**src/rtl/shift_rgst_pkg.sv**
```systemverilog
// Shared definitions for the shift_rgst register: op codes, FSM state
// encoding and the derivation of the shift-count width.
package shift_rgst_pkg;

    typedef enum logic [2:0] {
        OP_HOLD = 3'b000,
        OP_LOAD = 3'b001,
        OP_SHL  = 3'b010,
        OP_SHR  = 3'b011,
        OP_SAR  = 3'b100,
        OP_ROL  = 3'b101,
        OP_ROR  = 3'b110,
        OP_RSVD = 3'b111
    } op_e;

    typedef enum logic [1:0] {
        ST_IDLE = 2'd0,
        ST_RUN  = 2'd1,
        ST_DONE = 2'd2
    } state_e;

    // Count width wide enough to hold the value w itself (and beyond).
    function automatic int calc_aw(input int width);
        return $clog2(width) + 1;
    endfunction

endpackage

```
**src/rtl/shift_rgst_if.sv**
```systemverilog
// Bundle of the control, data and status signals of shift_rgst.
// The parity output exists only when SHIFT_RGST_PARITY_EN is defined.
interface shift_rgst_if #(
    parameter int W = 8
);
    import shift_rgst_pkg::*;

    localparam int AW = calc_aw(W);

    logic          clr;
    logic          start;
    logic [2:0]    op;
    logic [AW-1:0] amt;
    logic [W-1:0]  d;
    logic          sin;
    logic [W-1:0]  q;
    logic          sout;
    logic          busy;
    logic          done;
`ifdef SHIFT_RGST_PARITY_EN
    logic          par;

    modport master (output clr, start, op, amt, d, sin,
                    input  q, sout, busy, done, par);
    modport slave  (input  clr, start, op, amt, d, sin,
                    output q, sout, busy, done, par);
`else
    modport master (output clr, start, op, amt, d, sin,
                    input  q, sout, busy, done);
    modport slave  (input  clr, start, op, amt, d, sin,
                    output q, sout, busy, done);
`endif

endinterface

```
**src/rtl/shift_rgst_step.sv**
```systemverilog
// Combinational single-bit step of the shift register: given the
// current contents, the operation and the serial fill bit, produce the
// next contents and the bit that leaves across the boundary.
module shift_rgst_step
    import shift_rgst_pkg::*;
#(
    parameter int w = 8
) (
    input  op_e          op_i,
    input  logic [w-1:0] q_i,
    input  logic         sin_i,
    output logic [w-1:0] q_nxt_o,
    output logic         out_bit_o
);

    // One-bit shift/rotate; non-shift codes leave the value untouched.
    always_comb begin
        q_nxt_o   = q_i;
        out_bit_o = 1'b0;
        case (op_i)
            OP_SHL: begin
                q_nxt_o   = {q_i[w-2:0], sin_i};
                out_bit_o = q_i[w-1];
            end
            OP_SHR: begin
                q_nxt_o   = {sin_i, q_i[w-1:1]};
                out_bit_o = q_i[0];
            end
            OP_SAR: begin
                q_nxt_o   = {q_i[w-1], q_i[w-1:1]};
                out_bit_o = q_i[0];
            end
            OP_ROL: begin
                q_nxt_o   = {q_i[w-2:0], q_i[w-1]};
                out_bit_o = q_i[w-1];
            end
            OP_ROR: begin
                q_nxt_o   = {q_i[0], q_i[w-1:1]};
                out_bit_o = q_i[0];
            end
            default: begin
                q_nxt_o   = q_i;
                out_bit_o = 1'b0;
            end
        endcase
    end

endmodule

```
**src/rtl/shift_rgst.sv**
```systemverilog
// Multi-mode shift register with start/busy/done handshake. Shifts and
// rotates take one cycle per bit position; clr aborts any operation.
// Optional feature: define SHIFT_RGST_PARITY_EN to add the registered
// parity output par (always equal to ^q).
module shift_rgst
    import shift_rgst_pkg::*;
#(
    parameter int           w  = 8,
    parameter logic [w-1:0] iv = '0
) (
    input  logic        clk,
    input  logic        rst,
    shift_rgst_if.slave bus
);

    localparam int            AW      = calc_aw(w);
    localparam logic [AW-1:0] CNT_ONE = AW'(1);

    state_e        state_q, state_d;
    op_e           op_q, op_d;
    logic [AW-1:0] cnt_q, cnt_d;
    logic [w-1:0]  q_q, q_d;
    logic          sout_q, sout_d;
    logic [w-1:0]  step_q;
    logic          step_out;

    // The step unit always works on the latched op; its result is only
    // used while in RUN.
    shift_rgst_step #(.w(w)) u_step (
        .op_i      (op_q),
        .q_i       (q_q),
        .sin_i     (bus.sin),
        .q_nxt_o   (step_q),
        .out_bit_o (step_out)
    );

    // Next-state logic: start decode in IDLE, stepping in RUN, clr overrides all.
    always_comb begin
        state_d = state_q;
        op_d    = op_q;
        cnt_d   = cnt_q;
        q_d     = q_q;
        sout_d  = sout_q;
        case (state_q)
            ST_IDLE: begin
                if (bus.start) begin
                    case (bus.op)
                        OP_HOLD: state_d = ST_DONE;
                        OP_LOAD: begin
                            q_d     = bus.d;
                            state_d = ST_DONE;
                        end
                        OP_SHL, OP_SHR, OP_SAR, OP_ROL, OP_ROR: begin
                            if (bus.amt == '0) begin
                                state_d = ST_DONE;
                            end else begin
                                op_d    = op_e'(bus.op);
                                cnt_d   = bus.amt;
                                state_d = ST_RUN;
                            end
                        end
                        default: state_d = ST_IDLE;
                    endcase
                end
            end
            ST_RUN: begin
                q_d    = step_q;
                sout_d = step_out;
                cnt_d  = cnt_q - CNT_ONE;
                if (cnt_q == CNT_ONE) begin
                    state_d = ST_DONE;
                end
            end
            ST_DONE: state_d = ST_IDLE;
            default: state_d = ST_IDLE;
        endcase
        if (bus.clr) begin
            q_d     = iv;
            sout_d  = 1'b0;
            cnt_d   = '0;
            state_d = ST_IDLE;
        end
    end

    // State and datapath registers with synchronous reset.
    always_ff @(posedge clk) begin
        if (rst) begin
            state_q <= ST_IDLE;
            op_q    <= OP_HOLD;
            cnt_q   <= '0;
            q_q     <= iv;
            sout_q  <= 1'b0;
        end else begin
            state_q <= state_d;
            op_q    <= op_d;
            cnt_q   <= cnt_d;
            q_q     <= q_d;
            sout_q  <= sout_d;
        end
    end

`ifdef SHIFT_RGST_PARITY_EN
    logic par_q;

    // Parity is taken from next-q so it updates on the same edge as q.
    always_ff @(posedge clk) begin
        if (rst) begin
            par_q <= ^iv;
        end else begin
            par_q <= ^q_d;
        end
    end

    assign bus.par = par_q;
`endif

    assign bus.q    = q_q;
    assign bus.sout = sout_q;
    assign bus.busy = (state_q == ST_RUN);
    assign bus.done = (state_q == ST_DONE);

endmodule
```
**src/flat_wrapper.sv**
```systemverilog
// flat-port wrapper written by rule: the top's interface ports become plain ports
module shift_rgst_flat import shift_rgst_pkg::*;
#(
    parameter int           w  = 8,
    parameter logic [w-1:0] iv = '0
)
  (clk, rst, bus_clr, bus_start, bus_op, bus_amt, bus_d, bus_sin, bus_q, bus_sout, bus_busy, bus_done);
  shift_rgst_if bus_i ();
  input  logic clk;
  input  logic rst;
  input wire logic [$bits(bus_i.clr)-1:0] bus_clr;
  input wire logic [$bits(bus_i.start)-1:0] bus_start;
  input wire logic [$bits(bus_i.op)-1:0] bus_op;
  input wire logic [$bits(bus_i.amt)-1:0] bus_amt;
  input wire logic [$bits(bus_i.d)-1:0] bus_d;
  input wire logic [$bits(bus_i.sin)-1:0] bus_sin;
  output wire logic [$bits(bus_i.q)-1:0] bus_q;
  output wire logic [$bits(bus_i.sout)-1:0] bus_sout;
  output wire logic [$bits(bus_i.busy)-1:0] bus_busy;
  output wire logic [$bits(bus_i.done)-1:0] bus_done;
  assign bus_i.clr = bus_clr;
  assign bus_i.start = bus_start;
  assign bus_i.op = bus_op;
  assign bus_i.amt = bus_amt;
  assign bus_i.d = bus_d;
  assign bus_i.sin = bus_sin;
  assign bus_q = bus_i.q;
  assign bus_sout = bus_i.sout;
  assign bus_busy = bus_i.busy;
  assign bus_done = bus_i.done;
  shift_rgst #(.w(w), .iv(iv)) u_core (.clk(clk), .rst(rst), .bus(bus_i));
endmodule
```
**config.mk**
```make
export PLATFORM = sky130hd
export DESIGN_NAME = shift_rgst_flat
export DESIGN_NICKNAME = d
export VERILOG_FILES = /design/src/rtl/shift_rgst_pkg.sv /design/src/rtl/shift_rgst_if.sv /design/src/rtl/shift_rgst_step.sv /design/src/rtl/shift_rgst.sv /design/src/flat_wrapper.sv
export SDC_FILE = /design/constraint.sdc
export NUM_CORES = 1
export LEC_CHECK = 0
export ABC_CLOCK_PERIOD_IN_PS = 1300
export CORE_UTILIZATION = 35
export DETAILED_ROUTE_END_ITERATION = 12
export HOLD_SLACK_MARGIN = 0.03
export PLACE_DENSITY = 0.64
export RECOVER_POWER = 50
export SYNTH_ARGS = -nofsm -noshare
export SYNTH_HDL_FRONTEND = slang
export SYNTH_SLANG_ARGS = --single-unit
```
**constraint.sdc**
```tcl
create_clock -name clk -period 1.3 [get_ports clk]
set_input_delay 0.26 -clock clk [delete_from_list [all_inputs] [get_ports clk]]
set_output_delay 0.26 -clock clk [all_outputs]
set_load 0.01 [all_outputs]
```
Word-level counts from Yosys, hierarchy flattened
Index checks and enable logic that the tools add are counted.

storage, ports and cells
  memories kept = 0
  bits in latches = 0
  output and inout port bits = 11
  memory bits (writable) = 0
  memory bits (read-only) = 0
  word-level logic and storage cells = 58
  register bits = 18
  input port bits = 20

cells by class
  $add $sub $neg = 1
  divide/modulo/power cells = 0
  $mul = 0
  equality and inequality tests = 22
  mux-type cells = 14
  reductions and logical operators = 14
  $lt $le $gt $ge = 0
  bitwise gates (word level) = 1
  shift-type cells = 0

operator list
  cell                   count
  $pmux W8 S5            1
  $eq A3 B3 Y1 const B   6
  $mux W8                2
  $pmux W8 S2            1
  $eq A3 B2 Y1 const B   4
  $mux W4                3
  $reduce_and A4 Y1      3
  $ne A2 B2 Y1 const B   5
  $pmux W2 S2            2
  $pmux W4 S2            1
  $mux W2                3
  $ne A6 B1 Y1 const B   1
  $reduce_or A2 Y1       3
  $ne A5 B1 Y1 const B   1
  $reduce_and A5 Y1      1
  $reduce_or A5 Y1       1
  $eq A4 B1 Y1 const B   1
  $logic_not A4 Y1       1
  $sub A4 B1 Y4 const B  1
  $eq A3 B1 Y1 const B   1
  $logic_not A3 Y1       1
  $reduce_or A3 Y1       1
  $eq A2 B1 Y1 const B   1
  $eq A2 B2 Y1 const B   1
  other kinds (6)        6

Depth between registers and ports, before layout
  depth in word-level cells = 5
  gate-level depth with buffers = 7
  mapped depth without buffers = 6

Modules after synthesis
A second synthesis with hierarchy kept.

unflattened totals
  cells, all modules = 184
  area, all modules = 1417.6 sq um

by module, submodules not included
  module           cells each  area an instance (sq um)  instances
  shift_rgst       108         937.1                     1
  shift_rgst_step  76          480.5                     1

Worst setup path before layout
OpenSTA, ideal clock, no wires.

  path kind = flip-flop to flip-flop
  from = reg u_core.op_q[2]
  to = reg u_core.q_q[0] (netlist: u_core.bus.q[0])
  path slack = -0.108 ns
  period minus slack after synthesis = 1.408 ns
  cell stages (with the launch flop) = 5
  data required time = 1.183 ns
  arrival = 1.290 ns
  path through = dfxtp_1 -> mux2i_1 -> o22ai_1 -> or3_1 -> a32o_1

between the ends
  longest elaborated chain between the ends = 3

RTL lines
  what                                              RTL line               text
  start, declared                                   shift_rgst.sv:20       op_e op_q, op_d;
  start signal, assigned                            shift_rgst.sv:95       op_q <= op_d;
  $eq A3 B3 Y1 or $eq A3 B2 Y1 (tied branches)      shift_rgst_step.sv:20  case (op_i)
  $pmux W8 S5 or $ne A6 B1 Y1 (tied branches)       n/a
  $pmux W8 S2 or $reduce_and A4 Y1 (tied branches)  n/a
  end signal, assigned                              shift_rgst.sv:91       q_q <= iv;
  end signal, assigned                              shift_rgst.sv:97       q_q <= q_d;
  end, declared                                     shift_rgst.sv:22       logic [w-1:0] q_q, q_d;

Several ways; a longest one is shown, not always the timed one.
A chain may end at the register's enable or synchronous reset.

Worst setup path after layout
  from = reg u_core.state_q[0]
  to = out bus_done

between the ends
  longest elaborated chain between the ends = 1

RTL lines
  what                    RTL line            text
  start, declared         shift_rgst.sv:19    state_e state_q, state_d;
  start signal, assigned  shift_rgst.sv:94    state_q <= state_d;
  $eq A2 B2 Y1            shift_rgst.sv:120   assign bus.done = (state_q == ST_DONE);
  end, declared           flat_wrapper.sv:20  output wire logic [$bits(bus_i.done)-1:0] bus_done;

Every way passes these cells.

==> run_results.csv <==
group,metric,value,unit
grt,grt_overflow_total,0,
clock_tree,clkLatencyLatePin,0.29,ns
worst_setup_path,critical_path_class,"reg -> out",
worst_setup_path,path_cells,"buf_12 -> nor2b_1 -> clkdlybuf4s15_2",
floorplan,dieArea,3914,sq um
grt,grt_max_degree,14,
finish,drive_gt1_share,36.95,%
timing,rsz0062_at_grt,"yes",
synth,ys_types,49,
synth,ys_ff_latch,18,
grt,grt_usage,17.72,%
worst_setup_path,critPathArrivalTime,1.12,ns
clock_tree,cts_max_level,1,
synth,ys.flop_type,"dfxtp_1",
timing,maxSlewViolCount,0,
worst_hold_path,whs_endpoint,"u_core.op_q[2]",
timing,fin_tns_setup,-0.3026,ns
grt,grt_pass1_wl,5637,um
clock_tree,clockBufferDepth,2,
synth,synthCells,144,
timing,worst_pin_slew,0.4410,ns
placement,dpl.hpwl,2611,um
floorplan,core_area,3416,sq um
worst_setup_path,crit_fanout,3,
job,maxCapViolCount,0,
synth,ys_top_cells_by_area,"dfxtp_1 28%, mux2i_1 7.0%, a32o_1 5.5%",
worst_hold_path,hold_depth,3,
floorplan,fp.dieW,62.56,um
outcome,status,"complete, but fails checks",
power_and_ir_drop,powerDensity,680.0,nW/um^2
power_and_ir_drop,p_leak,0.8024,nW
synth,ys_async_sr_fraction,0,%
synth,netlist.area_leader.share,28.07,%
synth,synthesis.area,1284,sq um
clock_tree,ctsHoldBuffers,0,
clock_tree,cts_buffers,3,
worst_setup_path,r2r_end,"u_core.bus.q[0]",
timing,fmax,722.5,MHz
timing,clock-skew-final,0.001656,ns
route,drc,0,
finish,layout.nets,226,
worst_setup_path,reg2reg_depth,4,
worst_setup_path,critPathSlowestCell,"dfxtp_2",
timing,whs,0.3519,ns
synth,yosys_warnings,0,
synth,synthTopCellsByCount,"18 x dfxtp_1, 16 x nor2_1, 10 x a21oi_1",
synth,synth_top_area_cell,"dfxtp_1",
finish,multi_input_area,878.3,sq um
synth,muxShareOfSynthArea,9.649,%
worst_setup_path,critPathRequiredTime,1.04,ns
worst_setup_path,r2r_start,"u_core.op_q[2]",
worst_setup_path,cp-end-kind,"primary output",
power_and_ir_drop,ir_worst_vdd,0.3321,mV
route,drt-vias-per-instance,5.233,
synth,synth_edf_count,0,
route,vias,1303,
timing,relSlewSlack,70.47,%
synth,syn_avg_cell_area,8.915,sq um
finish,seq_area,377.9,sq um
grt,grt_pass1_vias,1310,
route,drt-initial-drc-count,42,
synth,synthAdderAreaFrac,1.949,%
timing,fin_ws,-0.08403,ns
placement,dp_cells,242,
synth,seq_area_frac_synth,28.07,%
floorplan,die_y,62.56,um
synth,syn_nets,166,
outcome,failed_checks,"negative setup slack",
grt,grt_antenna_before_repair,0,
worst_hold_path,holdCritStartpoint,"bus_op[2]",
synth,synth_most_common_cell,"dfxtp_1",
synth,synth_compound_area_share,23.68,%
timing,fin_crit_sh,106.5,%
synth,synth_top_family_by_area,"simple AND/OR/NAND/NOR gates",
clock_tree,clock_sinks,18,
clock_tree,cts_tree,"yes",
worst_hold_path,hold_path_class,"in -> reg",
floorplan,num_rows,21,
finish,synthToLayoutAreaGrowth,51.07,%
route,drtPass1Iterations,4,
synth,synth-xor-area-share,0.6823,%
timing,fin_crit,1.384,ns
finish,diodes,0,
timing,hold_viol,0,
route,wire_per_inst,13.39,um
placement,portBuffers,30,
placement,gp_congestion,0.8291,
worst_setup_path,start_kind,"flop",
clock_tree,path_clk_slew,0.11,ns
floorplan,initial_utilization,37.58,%
finish,fill_cells,331,
worst_setup_path,r2r_setup_slack,-0.08,ns
synth,synthSimpleGateAreaFrac,28.56,%
route,final_antenna_net_count,0,
route,routed_wl,3335,um
worst_setup_path,cpPeakStageDelay,0.36,ns
clock_tree,clockRootBuffer,"clkbuf_4",
floorplan,pin_count,31,
timing,setup_viol,5,
finish,layout.cells.non_filler,249,
-- sequential cells by signal, indices dropped and copies added (netlist names) --
| signal | cells |
|---|---|
| u_core.bus.q | 8 |
| u_core.bus.sout | 1 |
| u_core.cnt_q | 4 |
| u_core.op_q | 3 |
| u_core.state_q | 2 |
-- cell usage in the layout, fill, tap and decap left out, types with 2 or more instances in the layout --
| cell | n |
|---|---|
| buf_4 | 29 |
| nor2_1 | 12 |
| clkdlybuf4s50_1 | 11 |
| dlygate4sd2_1 | 11 |
| a21oi_1 | 10 |
| dfxtp_1 | 10 |
| nand2b_1 | 9 |
| nand3_1 | 9 |
| mux2i_1 | 9 |
| a32o_1 | 7 |
| inv_1 | 5 |
| nor2_2 | 5 |
| dfxtp_2 | 5 |
| o21ai_1 | 4 |
| clkdlybuf4s15_1 | 4 |
| buf_6 | 4 |
| clkbuf_4 | 3 |
| dfxtp_4 | 3 |
| nand2b_4 | 2 |
| o211ai_2 | 2 |
| and3_4 | 2 |
| nand2_1 | 2 |
| o21ai_0 | 2 |
| nor3_1 | 2 |
| o22ai_1 | 2 |
| or3_1 | 2 |
| o21a_1 | 2 |
| a31oi_1 | 2 |
| a211oi_1 | 2 |
| ha_1 | 2 |
| clkdlybuf4s15_2 | 2 |
| clkbuf_2 | 2 |
-- critical path: cells and delay by family (launching register included) --
kind	cells	cell delay [ns]
DFF	1	0.36
and+or+nand+nor	1	0.11
buffers and inverters	2	0.37
-- per-layer routing --
| layer | up-vias | track usage (%) | share of wire, % |
|---|---|---|---|
| met2 | 26 | 34.78 | 55 |
| met1 | 615 | 19.42 | 41 |
| met3 | 4 | 2.190 | 2.8 |
| met4 | 0 | 5.233 | 0.90 |
| li1 | 658 | - | - |
| met5 | - | 0 | 0 |
-- area by class of cell --
type / count / share of cell area [%]
clock buffer: 4 / 1.871
inverter: 6 / 1.419
multi-input combinational: 111 / 45.29
sequential: 18 / 19.48
tap: 46 / 2.968
timing repair buffer: 64 / 28.97
-- power breakdown --
part / total, mW / leakage (nW) / switching (mW) / internal, mW
clock network: 0.346 / 0.0210 / 0.176 / 0.170
logic: 0.378 / 0.631 / 0.166 / 0.212
registers: 0.595 / 0.151 / 0.0275 / 0.567
-- cells by family after synthesis --
family                   after synthesis
XOR/XNOR                               1
AND/OR/NAND/NOR                       56
adder cells (fa/ha/maj)                2
AO/OA/AOI/OAI                         41
buffers and inverters                 15
flip-flops                            18
multiplexers                          11
-- what timing repair did --
action                                  4_1_cts  5_1_grt
setup buffers                                 2        1
gates resized for setup                      49        8
endpoints found under the setup margin       29       18
hold endpoints to repair                      0        0
pin swaps                                    14        7
-- through the flow --
stage               utilization (%)  power, mW  cell area [sq um]  setup WS, ns
floorplan                         -     0.8041               1303      -0.02927
global placement              53.48     0.9663               1827       -0.5105
detailed placement            53.48     0.9725               1827       -0.5434
CTS                           56.08      1.328               1916       -0.1044
global route                  56.78      1.398               1939       -0.1375
finish                        56.78      1.319               1939      -0.08403
-- worst max path at each step --
stage	start	endpoint	slack [ns]	cells after the start
2_1_floorplan	u_core.state_q[0]	u_core.bus.q[6]	-0.03	6
3_3_place_gp	bus_op[2]	u_core.cnt_q[2]	-0.51	5
3_5_place_dp	bus_op[2]	u_core.cnt_q[2]	-0.54	5
4_1_cts	u_core.op_q[2]	u_core.bus.q[0]	-0.10	4
5_1_grt	u_core.op_q[2]	u_core.bus.q[0]	-0.14	4
6_report	u_core.state_q[0]	bus_done	-0.08	3
Power figures use the tool's default switching activity.
